File: config.mk
export PLATFORM = sky130hd
export DESIGN_NAME = pipe_stage_reg
export DESIGN_NICKNAME = d
export VERILOG_FILES = /design/src/rtl/pipe_stage_reg.sv
export SDC_FILE = /design/constraint.sdc
export NUM_CORES = 1
export LEC_CHECK = 0
export CAP_MARGIN = 20
export CELL_PAD_IN_SITES_DETAIL_PLACEMENT = 1
export CELL_PAD_IN_SITES_GLOBAL_PLACEMENT = 1
export CORE_MARGIN = 1.5
export CORE_UTILIZATION = 47
export DETAILED_ROUTE_END_ITERATION = 12
export DONT_BUFFER_PORTS = 1
export PLACE_DENSITY_LB_ADDON = 0.1
export SETUP_SLACK_MARGIN = 0.2
export SYNTH_ARGS = -nofsm -noshare
export SYNTH_HDL_FRONTEND = slang
export SYNTH_SLANG_ARGS = --single-unit
export TNS_END_PERCENT = 50
File: constraint.sdc
create_clock -name clock -period 4.53 [get_ports clock]
set_clock_uncertainty 0.1 [all_clocks]
set_input_delay 0.906 -clock clock [delete_from_list [all_inputs] [get_ports clock]]
set_output_delay 0.906 -clock clock [all_outputs]
set_load 0.02 [all_outputs]
File: src/rtl/pipe_stage_reg.sv
// ---------------------------------------------------------------------------
// pipe_stage_reg
//
// Purpose:
//   Inter-stage pipeline register (F/D, D/X, X/M, M/W). Carries a valid bit,
//   the instruction word, the PC and NUM_DATA operand words. It supports
//   stall (hold the current contents) and flush (insert a bubble). An
//   optional saturating stall-cycle counter is available for hazard
//   profiling.
//
//   Every edge performs exactly one action, in priority order:
//   reset > flush > stall > load.
//   All outputs come straight from flops. No input reaches an output
//   combinationally.
//
// Configuration macro:
//   PIPE_STALL_CNT_EN
//     - defined:   the stall counter flops are implemented and stall_cnt is
//                  live.
//     - undefined: there are no counter flops and stall_cnt is tied to 0.
//                  The port keeps its STALL_CNT_W width.
//
// Ports:
//   clock      in   1                rising-edge clock
//   reset      in   1                asynchronous, active-high reset
//   stall      in   1                hold current contents this cycle
//   flush      in   1                load a bubble at the next edge
//   valid_in   in   1                upstream slot holds a real instruction
//   insn_in    in   INSN_W           instruction from upstream stage
//   pc_in      in   PC_W             PC+4 from upstream stage
//   data_in    in   NUM_DATA*DATA_W  operand words, word k at [k*DATA_W +: DATA_W]
//   valid_out  out  1                registered valid
//   insn_out   out  INSN_W           registered instruction
//   pc_out     out  PC_W             registered PC
//   data_out   out  NUM_DATA*DATA_W  registered operands, same packing
//   stall_cnt  out  STALL_CNT_W      consecutive held-valid cycles
// ---------------------------------------------------------------------------
module pipe_stage_reg #(
   parameter int INSN_W      = 32,
   parameter int PC_W        = 12,
   parameter int DATA_W      = 32,
   parameter int NUM_DATA    = 2,
   parameter int STALL_CNT_W = 8
) (
   input  logic                         clock,
   input  logic                         reset,
   input  logic                         stall,
   input  logic                         flush,
   input  logic                         valid_in,
   input  logic [INSN_W-1:0]            insn_in,
   input  logic [PC_W-1:0]              pc_in,
   input  logic [NUM_DATA*DATA_W-1:0]   data_in,
   output logic                         valid_out,
   output logic [INSN_W-1:0]            insn_out,
   output logic [PC_W-1:0]              pc_out,
   output logic [NUM_DATA*DATA_W-1:0]   data_out,
   output logic [STALL_CNT_W-1:0]       stall_cnt
);

   localparam int DW = NUM_DATA * DATA_W;

   logic          r_valid;
   logic [INSN_W-1:0] r_insn;
   logic [PC_W-1:0]   r_pc;
   logic [DW-1:0]     r_data;

   // Next-state selection for the payload register.
   // A flush forces a bubble. An all-zero instruction word is the ISA nop,
   // so the whole slot is cleared, not just valid.
   logic              w_valid_nxt;
   logic [INSN_W-1:0] w_insn_nxt;
   logic [PC_W-1:0]   w_pc_nxt;
   logic [DW-1:0]     w_data_nxt;

   // Payload next-state: flush > stall > load
   always_comb begin
      w_valid_nxt = r_valid;
      w_insn_nxt  = r_insn;
      w_pc_nxt    = r_pc;
      w_data_nxt  = r_data;
      if (flush) begin
         w_valid_nxt = 1'b0;
         w_insn_nxt  = '0;
         w_pc_nxt    = '0;
         w_data_nxt  = '0;
      end else if (stall) begin
         w_valid_nxt = r_valid;
         w_insn_nxt  = r_insn;
         w_pc_nxt    = r_pc;
         w_data_nxt  = r_data;
      end else begin
         // The payload is copied even when valid_in=0. Downstream qualifies
         // it with valid_out.
         w_valid_nxt = valid_in;
         w_insn_nxt  = insn_in;
         w_pc_nxt    = pc_in;
         w_data_nxt  = data_in;
      end
   end

   // Payload register with asynchronous clear
   always_ff @(posedge clock or posedge reset) begin
      if (reset) begin
         r_valid <= 1'b0;
         r_insn  <= '0;
         r_pc    <= '0;
         r_data  <= '0;
      end else begin
         r_valid <= w_valid_nxt;
         r_insn  <= w_insn_nxt;
         r_pc    <= w_pc_nxt;
         r_data  <= w_data_nxt;
      end
   end

   assign valid_out = r_valid;
   assign insn_out  = r_insn;
   assign pc_out    = r_pc;
   assign data_out  = r_data;

`ifdef PIPE_STALL_CNT_EN
   localparam logic [STALL_CNT_W-1:0] CNT_MAX = '1;
   localparam logic [STALL_CNT_W-1:0] CNT_ONE = {{(STALL_CNT_W-1){1'b0}}, 1'b1};

   logic [STALL_CNT_W-1:0] r_stall_cnt;
   logic [STALL_CNT_W-1:0] w_stall_cnt_nxt;

   // Stall counter next-state.
   // The counter counts only edges that hold a real instruction. A hold of
   // a bubble leaves the count unchanged. Any load or flush clears it.
   always_comb begin
      w_stall_cnt_nxt = r_stall_cnt;
      if (flush) begin
         w_stall_cnt_nxt = '0;
      end else if (stall) begin
         if (r_valid && (r_stall_cnt != CNT_MAX)) begin
            w_stall_cnt_nxt = r_stall_cnt + CNT_ONE;
         end else begin
            w_stall_cnt_nxt = r_stall_cnt;
         end
      end else begin
         w_stall_cnt_nxt = '0;
      end
   end

   // Stall counter register with asynchronous clear
   always_ff @(posedge clock or posedge reset) begin
      if (reset) begin
         r_stall_cnt <= '0;
      end else begin
         r_stall_cnt <= w_stall_cnt_nxt;
      end
   end

   assign stall_cnt = r_stall_cnt;
`else
   assign stall_cnt = '0;
`endif

endmodule

==> results_dict.tcl, run 1 <==
set metrics [dict create \
    path_clk_slew_ps 90 \
    gr-usage-all-layers_pct 18.5 \
    area_growth_pct 4.36 \
    dr.pass1.iters 4 \
    vdd_drop_max_mv 0.174 \
    reg2regPathDepth 2 \
    grt_max_degree 110 \
    insertion_delay_ps 350 \
    vias 2560 \
    p_sw_mw 0.471 \
    placedCellCount 448 \
    p_comb_share_pct 6.0 \
    die-height_um 100 \
    cp_data_required_time_ps 3520 \
    die_area_um2 10100 \
    hold_viol 0 \
    place_ws_ps 2290 \
    ios 230 \
    port_buffers 0 \
    drv_slew 0 \
    yosysSeqAreaShare_pct 61.4 \
    numCtsBuffers 9 \
    final_antenna_net_count 0 \
    antenna_cells 0 \
    clockBufferDepth 2 \
    dr.first_iter.drc_count 77 \
    ctsHtreeMaxLevel 3 \
    setup_ws_ps 2670 \
    sw_frac_of_total_pct 24.5 \
    hp-class "input port to async pin" \
    tightest_slew_ps 735 \
    place_congestion 0.738 \
    cts_tree "yes" \
    postCtsSetupRepairBufs 0 \
    cp.arrival_ps 850 \
    powerDensity_nw_per_um2 414 \
    rr_startpoint "pc_out[7]" \
    initial_core_util_pct 48.3 \
    tns_ps 0 \
    post-route-min-period_ps 1860 \
    min_period_over_period_pct 40.9 \
    outcome "completed" \
    p_int_mw 1.45 \
    dieWidth_um 100 \
    layout-drive-gt1-share_pct 4.26 \
    synth_area_um2 4450 \
    worstSetupPathType "register to primary output" \
    finalCoreUtilization_pct 50.4 \
    antenna_found_initial 0 \
    final_cell_area_um2 4640 \
    cp_max_fo 2 \
    drc 0 \
    routedWlPerCell_um 20.3 \
    slew_headroom_pct 51.0 \
    seqPwrFrac_pct 59.3 \
    fin_cells 463 \
    grt_setup_unrepaired "no" \
    dpl_cell_area_um2 4410 \
    nNetsFinal 461 \
    reg2reg_slack_ps 3570 \
    synth-seq-cells 109 \
    cts_hold_buffers 0 \
    r2r_end "pc_out[7]" \
    max-cap-violations 0 \
    post_cts_resize_count 0 \
    whs_ps 446 \
    dpl.hpwl_mm 6.41 \
    std_cell_rows 35 \
    vias_per_cell 5.53 \
    clockPowerShare_pct 34.7 \
    grt_overflow 0 \
    endpoint_kind "primary output" \
    cp-start-kind "register" \
    syn_avg_cell_area_um2 12.3 \
    grt_pass1_vias 2737 \
    routed_wl_mm 9.41 \
    synth_cell_type_count 10 \
    grt_first_pass_wirelength_mm 14.2 \
    setup_violations 0 \
    synthCells 361 \
    synth_warnings 0 \
    clockRootBuffer "clkbuf_8" \
    totalPowerFinal_mw 1.92 \
    clock.fmax_ghz 0.539 \
    design.core.area_um2 9200 \
    power.leakage_nw 2.44 \
    cts_sinks 109 \
]
cells by family after synthesis:
group	Yosys count	share of synthesized area (%)
other	1	0.0844
multiplexers	109	24.5
AND/OR/NAND/NOR	109	9.20
buffers and inverters	33	4.81
flip-flops	109	61.4
worst max path at each step:
stage | start | end | cells past startpoint
finish | data_out[56] | data_out[56] | 0
detailed placement | reset | pc_out[0] | 2
global route | reset | pc_out[5] | 2
CTS | data_out[56] | data_out[56] | 0
global placement | reset | pc_out[0] | 2
floorplan | reset | data_out[0] | 1
cells in the mapped netlist:
cell,instances,share of area (%)
inv_1,1,0.084
clkbuf_1,9,0.76
dfrtp_1,109,61
mux2i_1,109,25
buf_2,3,0.34
buf_8,1,0.34
conb_1,1,0.084
buf_4,18,3.0
nor2_1,109,9.2
buf_6,1,0.25
cell usage in the layout, fill, tap and decap left out:
master,synthesis,final
bufinv_16,0,3
conb_1,1,8
clkbuf_8,0,9
clkinvlp_4,0,1
buf_4,18,1
nor2_1,109,109
clkbuf_1,9,2
dfrtp_1,109,109
inv_4,0,1
mux2i_1,109,109
per-layer routing:
metal | up-vias | part of all wire [%] | track usage, % | wire length, um
li1 | 1139 | - | - | -
met4 | 0 | 2.1 | 7.37 | 200
met5 | - | 0 | 0 | 0
met1 | 1273 | 38 | 21.9 | 3600
met3 | 15 | 8.6 | 5.01 | 806
met2 | 133 | 51 | 31.9 | 4800
area by class of cell:
cell class,instances,area (um2)
clock buffer,11,131
clock inverter,4,97.6
fill,961,4560
inverter,1,6.26
multi-input combinational,226,1530
sequential,109,2730
tap,111,139
timing repair buffer,1,7.51
registers in the layout, summed over array words and instances, names as in the netlist:
register   cells
data_out      64
insn_out      32
pc_out        12
valid_out      1
power groups by stage:
stage / Sequential [mW] / Clock (mW) / Combinational, mW
5_1_grt: 1.15 / 0.723 / 0.133
2_1_floorplan: 1.14 / 0 / 0.146
3_5_place_dp: 1.16 / 0 / 0.120
3_3_place_gp: 1.16 / 0 / 0.113
4_1_cts: 1.14 / 0.693 / 0.119
6_report: 1.14 / 0.667 / 0.114
No activity file was read; power rests on OpenSTA's default activity.
==> inputs of run 2 (changes only) <==
- clock period: 4.53 -> 1.82 ns (I/O delays scaled with it)
==> run 2 against run 1 <==
- sequential power is 150% higher
- wire length rose by 11%
- combinational power rose to 3.8 times the previous value
- register-to-register slack lost 3300 ps
- hold slack worse by 380 ps
- critical path type is now register to register
- design area up 13%
- non-clock buffer count rose by 61
- final cell count increased by 13%
==> results_dict.tcl, run 2 (synthesis gave the netlist of run 1 again) <==
set metrics [dict create \
    outcome "completed" \
    layout_common_cells "109 x mux2i_1, 109 x nor2_1, 109 x dfrtp_1" \
    seqPwrFrac_pct 60.8 \
    cts_sinks 109 \
    placedCellCount 449 \
    hold_viol 0 \
    area_growth_pct 18.0 \
    clockPowerShare_pct 30.0 \
    final_antenna_net_count 0 \
    path_clk_slew_ps 100 \
    post-route-min-period_ps 1520 \
    routedWlPerCell_um 19.9 \
    ctsHtreeMaxLevel 3 \
    setup_violations 0 \
    tightest_slew_ps 543 \
    layout-drive-gt1-share_pct 4.83 \
    post_cts_resize_count 0 \
    fin_cells 525 \
    largest_register_ffs 64 \
    antenna_cells 0 \
    die-height_um 100 \
    p_int_mw 3.39 \
    slew_headroom_pct 63.7 \
    postCtsSetupRepairBufs 0 \
    cts_tree "yes" \
    grt_overflow 0 \
    p_sw_mw 1.27 \
    grt_setup_unrepaired "no" \
    clockRootBuffer "clkbuf_8" \
    clockBufferDepth 2 \
    cp_max_fo 2 \
    die_area_um2 10100 \
    dieWidth_um 100 \
    grt_max_degree 110 \
    gr-usage-all-layers_pct 21.1 \
    power.leakage_nw 2.80 \
    cp_data_required_time_ps 1960 \
    vias_per_cell 5.37 \
    powerDensity_nw_per_um2 889 \
    dpl.hpwl_mm 6.45 \
    hp-class "input port to register" \
    design.core.area_um2 9200 \
    dr.first_iter.drc_count 83 \
    grt_pass1_vias 3106 \
    grt_first_pass_wirelength_mm 16.2 \
    vdd_drop_max_mv 0.385 \
    dr.pass1.iters 4 \
    place_congestion 0.752 \
    routed_wl_mm 10.4 \
    endpoint_kind "register" \
    clock.fmax_ghz 0.658 \
    ios 230 \
    cp-start-kind "register" \
    drc 0 \
    worstSetupPathType "register to register" \
    insertion_delay_ps 350 \
    sw_frac_of_total_pct 27.3 \
    port_buffers 0 \
    min_period_over_period_pct 83.5 \
    std_cell_rows 35 \
    antenna_found_initial 0 \
    vias 2817 \
    tns_ps 0 \
    whs_ps 70.2 \
    p_comb_share_pct 9.3 \
    nNetsFinal 522 \
    max-cap-violations 0 \
    cp.arrival_ps 1660 \
    drv_slew 0 \
    initial_core_util_pct 48.3 \
    numCtsBuffers 9 \
]
## run 2: cell count changes in the layout (fill, tap and decap cells not counted), sizes merged
cell,delta
clkinvlp,+1
inv,+1
dlygate4sd3,+59
buf,+2
clkinv,+2
bufinv,-3
## run 2: metrics by stage
stage / util, % / total power [mW] / worst slack (ps) / area, um2
6_report: 57.1 / 4.66 / 299 / 5250
5_1_grt: 57.1 / 4.89 / 228 / 5250
4_1_cts: 57.1 / 4.72 / 336 / 5250
3_5_place_dp: 48.3 / 3.19 / 793 / 4440
3_3_place_gp: 48.3 / 3.17 / 801 / 4440
2_1_floorplan: - / 3.21 / 40.5 / 4480
## run 2: repair_timing
item                                    CTS  global route
hold endpoints to repair                130             0
endpoints found under the setup margin    0             0
hold buffers                             60             0
## run 2: routing by layer
metal	track usage, %	wire [um]	up-vias
met5	0	0	-
met4	7.69	221	0
met3	6.89	955	18
met2	36.9	5440	138
met1	24.0	3830	1401
li1	-	-	1260
## run 2: layout make-up
cell class | count | area [um2]
timing repair buffer | 62 | 651
sequential | 109 | 2730
clock buffer | 11 | 151
tap | 111 | 139
inverter | 1 | 7.51
fill | 939 | 3950
multi-input combinational | 226 | 1530
clock inverter | 5 | 41.3
## run 2: power groups by stage
stage	clock (mW)	combinational, mW	sequential, mW
6_report	1.40	0.432	2.83
3_3_place_gp	0	0.292	2.88
3_5_place_dp	0	0.308	2.88
4_1_cts	1.45	0.433	2.84
5_1_grt	1.56	0.486	2.85
2_1_floorplan	0	0.364	2.84
## run 2: critical path, cell delays in order, from the launching register on
cell           delay (ps)
dfrtp_1               480
mux2i_1               180
nor2_1                 80
dlygate4sd3_1         570
## run 2: path summary, 6_finish.rpt
check                             startpoint           end  slack [ps]  depth (start not counted)
worst max-delay path            data_out[59]  data_out[59]         300                          3
min in group asynchronous              reset  data_out[30]         430                          2
max in group asynchronous              reset  data_out[34]         570                          3
worst min register to register  data_out[34]  data_out[34]         580                          2
worst max register to register  data_out[59]  data_out[59]         300                          3
worst min-delay path             data_in[49]  data_out[49]          70                          2
